===== config.mk =====
export PLATFORM = sky130hd
export DESIGN_NAME = centimos_euros_seq
export DESIGN_NICKNAME = d
export VERILOG_FILES = /design/src/rtl/balanca_pkg.sv /design/src/rtl/div100_step.sv /design/src/rtl/centimos_euros_seq.sv
export SDC_FILE = /design/constraint.sdc
export NUM_CORES = 1
export LEC_CHECK = 0
export CAP_MARGIN = 30
export CELL_PAD_IN_SITES_DETAIL_PLACEMENT = 0
export CELL_PAD_IN_SITES_GLOBAL_PLACEMENT = 1
export CORE_MARGIN = 5
export CORE_UTILIZATION = 41
export CTS_CLUSTER_DIAMETER = 120
export DETAILED_ROUTE_END_ITERATION = 6
export PLACE_DENSITY = 0.81
export SYNTH_ARGS = -nofsm -noshare
export SYNTH_HDL_FRONTEND = slang
export SYNTH_SLANG_ARGS = --single-unit

===== constraint.sdc =====
create_clock -name clk -period 3 [get_ports clk]
set_clock_uncertainty 0.1 [all_clocks]
set_input_delay 0.6 -clock clk [delete_from_list [all_inputs] [get_ports clk]]
set_output_delay 0.6 -clock clk [all_outputs]
set_load 0.005 [all_outputs]

===== src/rtl/balanca_pkg.sv =====
// Shared constants and types for the Balanca price path: divide-by-100 geometry,
// rounding threshold and the converter state encoding.
package balanca_pkg;
  localparam int DIVISOR      = 100;
  localparam int FRAC_W       = 7;
  localparam int ROUND_THRESH = 50;

  typedef enum logic [1:0] {IDLE, DIV, DONE} conv_state_t;
endpackage


===== src/rtl/div100_step.sv =====
// One radix-2 restoring step of a divide-by-100: shift a dividend bit into the
// partial remainder and subtract the divisor when it fits.
module div100_step
  import balanca_pkg::*;
(
  input  logic [FRAC_W-1:0] rem_in,
  input  logic              bit_in,
  output logic [FRAC_W-1:0] rem_out,
  output logic              q_bit
);

  localparam logic [FRAC_W:0] DIV_L = (FRAC_W+1)'(DIVISOR);

  logic [FRAC_W:0] trial;
  logic [FRAC_W:0] diff;

  // rem_in < 100 keeps trial below 200, so FRAC_W+1 bits never overflow
  always_comb begin
    trial   = {rem_in, bit_in};
    diff    = trial - DIV_L;
    q_bit   = (trial >= DIV_L);
    rem_out = q_bit ? diff[FRAC_W-1:0] : trial[FRAC_W-1:0];
  end

endmodule


===== src/rtl/centimos_euros_seq.sv =====
// Sequential cents-to-euros converter: saturates the input, divides by 100 one
// bit per cycle and presents euros, cent fraction and rounded euros with valid/ready.
module centimos_euros_seq
  import balanca_pkg::*;
#(
  parameter int CENT_W    = 14,
  parameter int EUR_W     = 8,
  parameter int MAX_CENTS = 9999
) (
  input  logic              clk,
  input  logic              rst_n,
  input  logic              in_valid,
  output logic              in_ready,
  input  logic [CENT_W-1:0] centimos,
  output logic              out_valid,
  input  logic              out_ready,
  output logic [EUR_W-1:0]  eurosinteiros,
  output logic [FRAC_W-1:0] eurosfracao,
  output logic [EUR_W-1:0]  eurosround,
  output logic              ovf
);

  localparam int                CNT_W   = (CENT_W > 1) ? $clog2(CENT_W) : 1;
  localparam logic [CENT_W-1:0] MAX_C   = CENT_W'(MAX_CENTS);
  localparam logic [FRAC_W-1:0] ROUND_T = FRAC_W'(ROUND_THRESH);

  if (MAX_CENTS >= (1 << CENT_W)) begin : g_chk_max
    $error("MAX_CENTS does not fit in CENT_W bits");
  end
  if (EUR_W < CENT_W - 6) begin : g_chk_eur
    $error("EUR_W too narrow for floor(2^CENT_W/100)");
  end
  if ((MAX_CENTS / DIVISOR) + 1 > (1 << EUR_W) - 1) begin : g_chk_round
    $error("rounded euro result can overflow EUR_W");
  end

  function automatic logic [CENT_W-1:0] sat_cents(input logic [CENT_W-1:0] v);
    return (v > MAX_C) ? MAX_C : v;
  endfunction

  function automatic logic [EUR_W-1:0] round_euro(input logic [EUR_W-1:0] e,
                                                  input logic [FRAC_W-1:0] f);
    return e + EUR_W'(f >= ROUND_T);
  endfunction

  conv_state_t       state_p0, state_nx;
  logic [CNT_W-1:0]  cnt_p0;
  logic              ovf_p0;
  logic [CENT_W-1:0] c_p0;
  logic [FRAC_W-1:0] rem_p0;
  logic [CENT_W-1:0] q_p0;

  logic [FRAC_W-1:0] rem_nx;
  logic              q_bit;
  logic [CENT_W-1:0] q_nx;

  logic [EUR_W-1:0]  eur_p1;
  logic [FRAC_W-1:0] frac_p1;
  logic              ovf_p1;

  logic accept;
  logic last_step;

  assign in_ready  = rst_n & (state_p0 == IDLE);
  assign out_valid = (state_p0 == DONE);
  assign accept    = in_valid & in_ready;
  assign last_step = (state_p0 == DIV) && (cnt_p0 == '0);
  assign q_nx      = {q_p0[CENT_W-2:0], q_bit};

  div100_step u_step (
    .rem_in  (rem_p0),
    .bit_in  (c_p0[CENT_W-1]),
    .rem_out (rem_nx),
    .q_bit   (q_bit)
  );

  always_comb begin
    state_nx = state_p0;
    case (state_p0)
      IDLE:    if (accept) state_nx = DIV;
      DIV:     if (cnt_p0 == '0) state_nx = DONE;
      DONE:    if (out_ready) state_nx = IDLE;
      default: state_nx = IDLE;
    endcase
  end

  // stage p0: control, bit counter and overflow flag
  always_ff @(posedge clk or negedge rst_n) begin
    if (!rst_n) begin
      state_p0 <= IDLE;
      cnt_p0   <= '0;
      ovf_p0   <= 1'b0;
      eur_p1   <= '0;
      frac_p1  <= '0;
      ovf_p1   <= 1'b0;
    end else begin
      state_p0 <= state_nx;
      if (accept) begin
        cnt_p0 <= CNT_W'(CENT_W - 1);
        ovf_p0 <= (centimos > MAX_C);
      end else if (state_p0 == DIV) begin
        cnt_p0 <= cnt_p0 - CNT_W'(1);
      end
      // stage p1: results captured on the final divide step, held through DONE
      if (last_step) begin
        eur_p1  <= EUR_W'(q_nx);
        frac_p1 <= rem_nx;
        ovf_p1  <= ovf_p0;
      end
    end
  end

  // stage p0: dividend/remainder/quotient shift registers
  always_ff @(posedge clk) begin
    if (accept) begin
      c_p0   <= sat_cents(centimos);
      rem_p0 <= '0;
      q_p0   <= '0;
    end else if (state_p0 == DIV) begin
      c_p0   <= c_p0 << 1;
      rem_p0 <= rem_nx;
      q_p0   <= q_nx;
    end
  end

  always_ff @(posedge clk) begin
    if (rst_n && state_p0 == DONE) begin
      assert ((q_p0 >> EUR_W) == '0);
    end
  end

  assign eurosinteiros = eur_p1;
  assign eurosfracao   = frac_p1;
  assign eurosround    = round_euro(eur_p1, frac_p1);
  assign ovf           = ovf_p1;

endmodule


==> flow_summary.ini, run 1 <==
[status]
status = completed

[timing]
whs_ps = 359
maxSlewHeadroom = 0.525
timing.final.max_slew_violations = 0
clock.fmax_mhz = 345
setup_viol = 0
grt_setup_unrepaired = false
final.setup.tns_ps = 0
period_share = 0.967
hold_violations = 0
min_period_ps = 2900
worstMarginPinSlew_ps = 712

[layout]
final-instance-count-excl-fill = 338
final_nets = 288
insertedDiodeCount = 0
final_area_sq_um = 2960
n_fill_cell = 504
area_growth_pct = 28.4
drive_gt1_frac = 0.132

[clocking]
clk_path_buf_depth = 2
h-tree-depth = 2
clock-sinks = 51
cts_tree = done
hold_buffers = 0
cts_root_buf = clkbuf_8
cts_made_buffers = 5
clock_latency_ps = 300
cts.clk_slew.worst_paths_ps = 90

[global_route]
grt.total_usage = 0.135
grt_remaining_overflow = 0
grt_start_max_net_pins = 23
grt_pass1_vias = 1637
antenna_found_initial = 0
grt_pass1_wl_um = 7920

[die]
num_io_pins = 44
die_area_sq_um = 7230
dieWidth_um = 85.0
start_util = 0.422
dieHeight_um = 85.0
rows = 27
core_sq_um = 5470

[routing]
firstDrtPassIters = 4
antenna_left = 0
drc_errors = 0
first_iter_violations = 64
drt-total-wl_um = 4730
viasPerCell = 5.08
wl_per_cell_um = 14.0
num_vias = 1717

[place]
gp_congestion = 0.729
port_buffers = 43
dp.cells = 328
dp_hpwl_um = 3440
placed_cell_area_sq_um = 2850

[synthesis]
synth.largest_area_cell = dfrtp_1
synth_fp_nets = 239
synth_edf_count = 14
ys_warn_count = 0
seq_area_frac_synth = 0.553
synth_top_area_share = 0.249
synth.area.top_cells = dfrtp_1, edfxtp_1, dfxtp_1
netlist_instances = 216
avgSynthCellArea_sq_um = 10.7
async_flop_share = 0.451
synthesis.area_sq_um = 2310
ys_seq_elements = 51
netlist_top_cells_count = nand2_1, dfrtp_1, o21ai_0
synth_cell_types = 42
yosysMostFrequentCell = nand2_1
synthFlopType = dfrtp_1

[power]
power.density_nw_per_um2 = 975
ir_worst_vdd_uv = 351
power_uw = 2890
leakage_uw = 0.00123

[worst_setup_path]
critPathArrivalTime_ps = 2200
cp-start-kind = flip-flop
path_class = reg -> out
end_kind = output pin
r2r_cells = 3
required_ps = 2300
path_max_fanout = 3

[worst_hold_path]
whs_path_depth = 2
hold_class = reg -> reg

[flow_run]
maxCapViolations = 0
## registers in the layout, indices dropped and copies added (netlist names)
name	count
q_p0	7
eurosfracao	7
c_p0	14
state_p0	2
rem_p0	7
ovf_p0	1
cnt_p0	4
ovf	1
eurosinteiros	8
## cell families after synthesis
kind of cell | after synthesis | synth area share
AOI/OAI and AO/OA | 46 | 0.131
xor gates and xnor gates | 10 | 0.0380
adders and majority gates | 5 | 0.0271
buffers and inverters | 16 | 0.0271
DFF | 51 | 0.553
muxes | 12 | 0.0580
and+or+nand+nor | 76 | 0.166
## metrics by stage
stage	utilization	worst slack, ps
after CTS	0.537	14.1
final	0.541	100
after floorplan	-	815
after global routing	0.541	11.2
after detailed placement	0.520	206
after global placement	0.520	164
## metal layers
| metal | track usage | wire length [um] |
|---|---|---|
| met5 | 0 | 0 |
| met3 | 0.0369 | 298 |
| met2 | 0.206 | 2120 |
| met4 | 0.0388 | 61 |
| met1 | 0.189 | 2250 |
## what timing repair did
| item | CTS | global route |
|---|---|---|
| pin swaps | 1 | 1 |
| resized for setup | 3 | 4 |
| endpoints found under the setup margin | 4 | 3 |
| setup buffers | 1 | 1 |
## worst max-delay path: stages, from the launching register on
cell	delay, ps
dfrtp_1	420
o311ai_2	290
nand2b_1	90
ha_2	190
ha_1	210
nand3_2	80
xnor2_1	110
clkdlybuf4s50_1	510
## layout make-up
type	count	area, sq um	share of cell area
Clock buffer	7	76.3	0.0258
Sequential cell	51	1280	0.431
Multi-Input combinational cell	149	998	0.337
Tap cell	72	90.1	0.0304
Clock inverter	1	5.00	0.00169
Timing Repair Buffer	50	487	0.164
Inverter	8	30.0	0.0101
## cell usage in the layout (no fill, tap or decap), types with 5 or more instances in the layout
master | synthesis | final
dfrtp_1 | 23 | 23
clkdlybuf4s50_1 | 0 | 40
nand2_1 | 36 | 36
a21oi_1 | 6 | 6
dfxtp_1 | 14 | 14
buf_4 | 0 | 7
mux2_2 | 11 | 11
clkbuf_8 | 0 | 5
o21ai_0 | 23 | 23
xnor2_1 | 7 | 7
a22o_1 | 5 | 5
edfxtp_1 | 14 | 14
inv_1 | 8 | 8
nand3_1 | 7 | 6
nor2_1 | 8 | 8
## path summary, 6_finish.rpt
kind                                            startpoint                           end  slack (ps)
worst max-delay path            eurosfracao[3]$_DFFE_PN0P_                 eurosround[4]         100
worst min-delay path                  q_p0[6]$_SDFFE_PP0P_          q_p0[6]$_SDFFE_PP0P_         360
worst max register to register     state_p0[1]$_DFFE_PN0P_            c_p0[13]$_DFFE_PP_         910
worst min register to register        q_p0[6]$_SDFFE_PP0P_          q_p0[6]$_SDFFE_PP0P_         360
max in group asynchronous                            rst_n  eurosinteiros[6]$_DFFE_PN0P_        1990
min in group asynchronous                            rst_n       state_p0[1]$_DFFE_PN0P_         570
## power by group
part / switching (uW) / leakage, uW / internal (uW)
registers: 250 / 0.000553 / 1090
clock network: 217 / 0.0000422 / 164
logic: 528 / 0.000636 / 641
total: 995 / 0.00123 / 1890
Power figures use the tool's default switching activity.
==> run 2, diff against run 1 <==
--- a/config.mk
+++ b/config.mk
@@ -16,3 +16,4 @@
 export SYNTH_ARGS = -nofsm -noshare
 export SYNTH_HDL_FRONTEND = slang
 export SYNTH_SLANG_ARGS = --single-unit
+export TNS_END_PERCENT = 10
==> results of run 2 <==
The final DEF is identical to that of run 1; final timing and power are the same.
==> run 3, diff against run 2 <==
--- a/config.mk
+++ b/config.mk
@@ -12,8 +12,9 @@
 export CORE_UTILIZATION = 41
 export CTS_CLUSTER_DIAMETER = 120
 export DETAILED_ROUTE_END_ITERATION = 6
-export PLACE_DENSITY = 0.81
+export PLACE_DENSITY = 0.8
 export SYNTH_ARGS = -nofsm -noshare
 export SYNTH_HDL_FRONTEND = slang
+export SYNTH_HIERARCHICAL = 1
 export SYNTH_SLANG_ARGS = --single-unit
 export TNS_END_PERCENT = 10
==> flow_summary.ini, run 3 <==
[power]
internal_power_uw = 1900
clockPowerShare = 0.187
switching_share = 0.328
ir_worst_vdd_uv = 367
p_seq_frac = 0.446
p_sw_uw = 930
leakage_uw = 0.00131
power.density_nw_per_um2 = 896
comb_power_share = 0.367

[synthesis]
async_flop_share = 0.451
synth.largest_area_cell = dfrtp_1
synth_cell_types = 45
synth_top_area_share = 0.230
synthFlopType = dfrtp_1
netlist_instances = 237
ys_warn_count = 6
synth.area.top_cells = dfrtp_1, edfxtp_1, dfxtp_1
seq_area_frac_synth = 0.510
synthesis.area_sq_um = 2500
synth_fp_nets = 260
yosysMostFrequentCell = nand2_1
synth_edf_count = 14
avgSynthCellArea_sq_um = 10.6
netlist_top_cells_count = nand2_1, dfrtp_1, a21oi_1
ys_seq_elements = 51

[die]
core_sq_um = 5920
rows = 28
num_io_pins = 44
dieWidth_um = 88.1
die_area_sq_um = 7770
start_util = 0.423
dieHeight_um = 88.1

[global_route]
grt.total_usage = 0.142
grt_start_max_net_pins = 26
grt_pass1_wl_um = 8700
grt_remaining_overflow = 0
grt_pass1_vias = 1847
antenna_found_initial = 0

[timing]
hold_violations = 0
grt_setup_unrepaired = false
worstMarginPinSlew_ps = 716
clock.fmax_mhz = 346
period_share = 0.964
final.setup.tns_ps = 0
min_period_ps = 2890
maxSlewHeadroom = 0.523
setup_viol = 0
timing.final.max_slew_violations = 0

[status]
status = completed

[worst_setup_path]
critPathArrivalTime_ps = 2190
path_class = reg -> out
end_kind = output pin
cp_slowest_cell = clkdlybuf4s50_1
path_max_fanout = 3
required_ps = 2300
cp-start-kind = flip-flop
crit_chain = o311ai_2 -> nand2b_1 -> ha_2 -> ha_1 -> nand3_2 -> xnor2_1 -> clkdlybuf4s50_1
slowest_delay_ps = 510

[layout]
drive_gt1_frac = 0.103
largest-register = c_p0
largest_reg_flops = 14
insertedDiodeCount = 0
final_area_sq_um = 3160
layout_commonest_cell = nand2_1
layout_common_cells = nand2_1, clkdlybuf4s50_1, dfrtp_1
area_growth_pct = 26.4
final_nets = 304

[clocking]
clock-sinks = 51
cts.clk_slew.worst_paths_ps = 100
clock_latency_ps = 300
h-tree-depth = 2
cts_made_buffers = 5
hold_buffers = 0
cts_root_buf = clkbuf_8
cts_tree = done
clk_path_buf_depth = 2

[place]
dp_hpwl_um = 3700
placed_cell_area_sq_um = 3000
port_buffers = 43
gp_congestion = 0.783

[routing]
num_vias = 1860
wl_per_cell_um = 14.3
firstDrtPassIters = 4
antenna_left = 0
drc_errors = 0
viasPerCell = 5.21
drt-total-wl_um = 5120
first_iter_violations = 71

[worst_hold_path]
hold_class = reg -> reg

[flow_run]
maxCapViolations = 0
## run 3: final timing paths
check | start | end | slack, ps | depth (start not counted)
min in group asynchronous | rst_n | eurosinteiros[1]$_DFFE_PN0P_ | 640 | 2
min | q_p0[6]$_SDFFE_PP0P_ | q_p0[6]$_SDFFE_PP0P_ | 360 | 2
max in group asynchronous | rst_n | cnt_p0[3]$_DFFE_PN0P_ | 1920 | 2
max reg2reg | cnt_p0[0]$_DFFE_PN0P_ | eurosfracao[6]$_DFFE_PN0P_ | 1030 | 5
max | eurosfracao[1]$_DFFE_PN0P_ | eurosround[4] | 110 | 7
min reg2reg | q_p0[6]$_SDFFE_PP0P_ | q_p0[6]$_SDFFE_PP0P_ | 360 | 2
## run 3: cell families after synthesis
kind of cell	synth area share
compound gates	0.143
xor+xnor	0.0245
fa+ha+maj	0.0250
buf+inv	0.0390
flops	0.510
mux	0.0845
simple gates	0.174
## run 3: timing repair
action                     CTS  global route
gates resized for setup      4             1
setup buffers                2             0
setup endpoints to repair    3             1
pin swaps                    1             1
## run 3: layer usage
| layer | part of all wire | routed length [um] | track usage |
|---|---|---|---|
| met5 | 0 | 0 | 0 |
| met4 | 0.0072 | 37 | 0.0371 |
| met3 | 0.057 | 290 | 0.0235 |
| met2 | 0.49 | 2510 | 0.250 |
| met1 | 0.45 | 2280 | 0.180 |
## run 3: per-stage QoR
step	util	hold slack (ps)	total power (uW)	instances	worst slack, ps
floorplan	-	204	1900	237	803
global placement	0.507	345	2290	347	206
detailed placement	0.507	348	2320	347	168
CTS	0.533	362	2870	357	36.7
global route	0.534	405	3050	357	7.86
finish	0.534	359	2830	357	107
## run 3: power groups by stage
stage / combinational [uW] / sequential, uW / clock, uW
after CTS: 1060 / 1270 / 543
after global routing: 1170 / 1310 / 573
after global placement: 1020 / 1270 / 0
after detailed placement: 1030 / 1280 / 0
final: 1040 / 1260 / 529
after floorplan: 665 / 1230 / 0
## run 3: area by class of cell
class	instances	area, sq um
clock buffers	6	93.8
clock inverters	2	36.3
fillers	538	2760
inverters	6	22.5
multi-input cells	165	1140
flip-flops and latches	51	1280
well taps	75	93.8
repair buffers	52	497
## run 3: worst max-delay path, delay by kind of cell, from the launching register on
family | cells | cell delay, ps
compound gates | 1 | 290
xor+xnor | 1 | 110
fa+ha+maj | 2 | 410
buf+inv | 1 | 510
flops | 1 | 400
simple gates | 2 | 190
